### src/rtl/menu_draw_char.sv
// menu_draw_char: overlays the 16x4-character menu text box on the VGA stream.
// Four-cycle pipeline: cell address, font address, font row, composite.
module menu_draw_char #(
   parameter logic [10:0] X_POS      = 11'd100,
   parameter logic [10:0] Y_POS      = 11'd50,
   parameter logic [11:0] TEXT_COLOR = 12'hF_F_F,
   parameter logic        BG_EN      = 1'b0,
   parameter logic [11:0] BG_COLOR   = 12'h0_0_0
) (
   input  logic        clk,
   input  logic        rst,
   input  logic [10:0] hcount_in,
   input  logic [10:0] vcount_in,
   input  logic        hsync_in,
   input  logic        vsync_in,
   input  logic        hblnk_in,
   input  logic        vblnk_in,
   input  logic [11:0] rgb_in,
   output logic [7:0]  char_xy,
   input  logic [6:0]  char_code,
   output logic [10:0] char_line,
   input  logic [7:0]  char_pixels,
   output logic [10:0] hcount_out,
   output logic [10:0] vcount_out,
   output logic        hsync_out,
   output logic        vsync_out,
   output logic        hblnk_out,
   output logic        vblnk_out,
   output logic [11:0] rgb_out
);

   logic [6:0] rel_x;
   logic [5:0] rel_y;
   logic       in_box;

   // Only the low bits of the box-relative offsets are ever needed.
   always_comb begin
      rel_x  = 7'(hcount_in - X_POS);
      rel_y  = 6'(vcount_in - Y_POS);
      in_box = (hcount_in >= X_POS) && (hcount_in < X_POS + 11'd128)
            && (vcount_in >= Y_POS) && (vcount_in < Y_POS + 11'd64);
   end

   logic [2:0]       in_box_d;
   logic [2:0]       bitpos_d1, bitpos_d2, bitpos_d3;
   logic [3:0]       line_d1, line_d2;
   logic [2:0][10:0] hcount_d, vcount_d;
   logic [2:0][3:0]  timing_d;
   logic [2:0][11:0] rgb_d;

   always_ff @(posedge clk) begin
      if (rst) begin
         char_xy   <= '0;
         in_box_d  <= '0;
         bitpos_d1 <= '0;
         bitpos_d2 <= '0;
         bitpos_d3 <= '0;
         line_d1   <= '0;
         line_d2   <= '0;
         hcount_d  <= '0;
         vcount_d  <= '0;
         timing_d  <= '0;
         rgb_d     <= '0;
      end else begin
         char_xy   <= in_box ? {2'b00, rel_y[5:4], rel_x[6:3]} : 8'h00;
         in_box_d  <= {in_box_d[1:0], in_box};
         bitpos_d1 <= rel_x[2:0];
         bitpos_d2 <= bitpos_d1;
         bitpos_d3 <= bitpos_d2;
         line_d1   <= rel_y[3:0];
         line_d2   <= line_d1;
         hcount_d  <= {hcount_d[1:0], hcount_in};
         vcount_d  <= {vcount_d[1:0], vcount_in};
         timing_d  <= {timing_d[1:0],
                       {hsync_in, vsync_in, hblnk_in, vblnk_in}};
         rgb_d     <= {rgb_d[1:0], rgb_in};
      end
   end

   assign char_line = {char_code, line_d2};

   logic        pix;
   logic        blank;
   logic [11:0] rgb_next;

   // Blanking wins over the box so sync regions are never painted.
   always_comb begin
      pix      = char_pixels[3'd7 - bitpos_d3];
      blank    = timing_d[2][1] | timing_d[2][0];
      rgb_next = rgb_d[2];
      if (!blank && in_box_d[2]) begin
         if (pix)
            rgb_next = TEXT_COLOR;
         else if (BG_EN)
            rgb_next = BG_COLOR;
      end
   end

   always_ff @(posedge clk) begin
      if (rst) begin
         hcount_out <= '0;
         vcount_out <= '0;
         hsync_out  <= 1'b0;
         vsync_out  <= 1'b0;
         hblnk_out  <= 1'b0;
         vblnk_out  <= 1'b0;
         rgb_out    <= '0;
      end else begin
         hcount_out <= hcount_d[2];
         vcount_out <= vcount_d[2];
         {hsync_out, vsync_out, hblnk_out, vblnk_out} <= timing_d[2];
         rgb_out    <= rgb_next;
      end
   end

endmodule

### config.mk
export PLATFORM = sky130hd
export DESIGN_NAME = menu_draw_char
export DESIGN_NICKNAME = d
export VERILOG_FILES = /design/src/rtl/menu_draw_char.sv
export SDC_FILE = /design/constraint.sdc
export NUM_CORES = 1
export LEC_CHECK = 0
export CORE_MARGIN = 3
export CORE_UTILIZATION = 40
export CTS_CLUSTER_SIZE = 28
export DETAILED_ROUTE_END_ITERATION = 8
export GPL_TIMING_DRIVEN = 0
export PLACE_DENSITY = 0.66
export SYNTH_ARGS = -nofsm -noshare
export SYNTH_HDL_FRONTEND = slang
export SYNTH_SLANG_ARGS = --single-unit
### constraint.sdc
create_clock -name clk -period 1.65 [get_ports clk]
set_clock_uncertainty 0.1 [all_clocks]
set_input_delay 0.33 -clock clk [delete_from_list [all_inputs] [get_ports clk]]
set_output_delay 0.33 -clock clk [all_outputs]
set_load 0.02 [all_outputs]
==> metrics.yaml <==
async_reset_ff_share_pct: 0
post-synth-top-area-cell: "dfxtp_1"
synth.cells.most_frequent: "dfxtp_1, nor2b_1, clkbuf_1"
synth_top_area_share_pct: 68.7
dp.final_hpwl_um: 6190
grt_setup_unrepaired: "true"
cap_violations: 0
start_util_pct: 41.0
p_per_area_nw_per_um2: 1290
port_buffers: 102
syn_avg_cell_area_um2: 11.9
first_global_vias: 2857
layout-area-overhead-vs-synth_pct: 38.3
synth.ff_latch_count: 170
cts_buffers: 17
pin_slew_with_the_least_headroom_to_its_limit_ps: 509
multiInputGateArea_um2: 1370
failed_checks: "setup timing"
antenna_violations_before_repair: 0
cts_tree: "yes"
cts_buffer_depth: 2
wl_per_cell_um: 12.2
max_freq_mhz: 598
hold_path_class: "primary input to register"
vdd_ir_drop_max_uv: 682
yosysUniqueCellTypes: 29
setup_slack_ps: -20.9
total_global_route_track_usage_pct: 13.8
drc: 0
first_iter_violations: 92
setup-violations-final: 5
globalRouteOverflowTotal: 0
critPathMaxFanout: 5
final_min_period_over_clock_period_pct: 101
instance_count_of_the_mapped_netlist: 417
dieWidth_um: 117
post_synth_instance_area_um2: 4950
core_area_um2: 12100
power.static_leakage_nw: 2.97
ctsHtreeMaxLevel: 4
clk_pin_slew_worst_paths_ps: 60
clock_sinks: 170
viasPerCell: 4.11
largest_net_degree_at_the_start_of_global_routing: 17
cp-end-kind: "register"
vias: 2968
share_of_cells_above_drive_strength_1_pct: 13.5
worst-endpoint-required_ps: 1850
slew_viol_final: 0
drt-pass1-iter-count: 4
die_height_um: 117
routed_wirelength_um: 8840
placement_rows: 40
ys.warnings.count: 0
seq_area_frac_synth_pct: 68.7
grt_pass1_wl_um: 13800
post_route_cell_area_um2: 6850
io-pin-count: 112
yosys-top-cells-area: "dfxtp_1, nor2b_1, o21ai_2"
num_antenna_cells: 0
insertion_delay_ps: 410
ff_latch_area_um2: 3410
cts-root-buf: "clkbuf_16"
timing.critical_path.arrival_ps: 1870
setup.worst_path.start_class: "register"
most_used_flip_flop_cell_after_synthesis: "dfxtp_1"
fin_setup_tns_ps: -73.9
placedInstanceArea_um2: 6190
yosysMostFrequentCell: "dfxtp_1"
power.total_mw: 8.84
fill_cells: 1036
layout.nets: 601
floorplan.die_area_um2: 13700
final_period_minus_worst_setup_slack_ps: 1670
final_hold_vios: 0
critPathKind: "register to register"
synth_edf_count: 0
status: "finished with violations"
gp_routability_congestion: 0.733
max_slew_margin_pct: 65.6
final_antenna_net_count: 0
-- routing by layer --
layer  vias up  track usage [%]  routed length [um]
met4         0             5.73                 116
met1      1366             15.2                3590
li1       1528                -                   -
met3         7             6.38                 509
met5         -                0                   0
met2        67             23.0                4620
-- kinds of logic (layout without fill, tap and decap cells) --
logic type,Yosys count,after routing,share of synthesized area (%)
adders and majority gates,3,3,0.758
and+or+nand+nor,170,170,21.0
muxes,3,3,1.29
AOI/OAI and AO/OA,19,19,2.88
buffers and inverters,46,182,4.40
DFF,170,170,68.7
other,1,2,0.0757
xor gates and xnor gates,5,5,0.884
-- registers in the layout (all words and copies together), names as in the netlist --
signal / cells
hblnk_out: 1
vsync_out: 1
char_xy: 6
vcount_out: 11
line_d1: 4
hsync_out: 1
hcount_d: 27
vblnk_out: 1
bitpos_d3: 3
bitpos_d2: 3
in_box_d: 3
line_d2: 4
rgb_out: 12
timing_d: 12
rgb_d: 36
vcount_d: 31
hcount_out: 11
bitpos_d1: 3
-- where the power goes --
group	internal, mW	total (mW)	leakage [nW]	switching [mW]
combinational	0.257	0.477	1.28	0.220
clock	2.63	4.09	0.295	1.46
sequential	4.24	4.27	1.39	0.0276
total	7.13	8.84	2.97	1.70
-- per-stage QoR --
step                      hold slack, ps  std cells  worst slack (ps)  util [%]
after floorplan                      302        418              24.7         -
after global placement               317        688              -567      51.3
after detailed placement             322        688              -590      51.3
after CTS                            333        723             -87.8      56.7
after global routing                96.9        722             -72.0      56.8
final                               64.9        722             -20.9      56.8
-- worst max-delay path, stage by stage, from the launching register on --
cell and delay (ps):
dfxtp_4 370, mux4_2 500, mux2_4 280, nand2_4 110, buf_6 140, o21ai_2 60
-- area by class of cell --
| class | instances | area share [%] |
|---|---|---|
| timing repair buffer | 107 | 14.9 |
| inverter | 17 | 0.932 |
| sequential | 170 | 49.8 |
| clock inverter | 7 | 2.05 |
| clock buffer | 23 | 6.98 |
| multi-input combinational | 202 | 20.0 |
| tap | 168 | 3.07 |
| buffer | 28 | 2.28 |
-- what timing repair did --
item / in CTS / in global routing
hold buffers: 0 / 0
gates cloned: 1 / 0
pin swaps: 1 / 2
setup endpoints to repair: 80 / 88
setup buffers: 4 / 1
resized for setup: 60 / 29
-- cells in the final DEF, fill, tap and decap left out, drive strengths merged, types with 4 or more instances in the layout --
master,count
buf,15
bufinv,4
clkbuf,42
clkdlybuf4s50,52
dfxtp,170
dlygate4sd2,47
inv,17
nor2,8
nor2b,143
nor3,8
o21ai,13
xor2,4
-- worst paths after layout --
check,startpoint,to,slack (ps),cells after the start
max,bitpos_d3[1],rgb_out[4],-20,5
min,vcount_in[1],line_d1[1],60,2
max reg2reg,bitpos_d3[1],rgb_out[4],-20,5
min reg2reg,vcount_d[10],vcount_d[21],330,1
(Power assumes the default switching activity.)
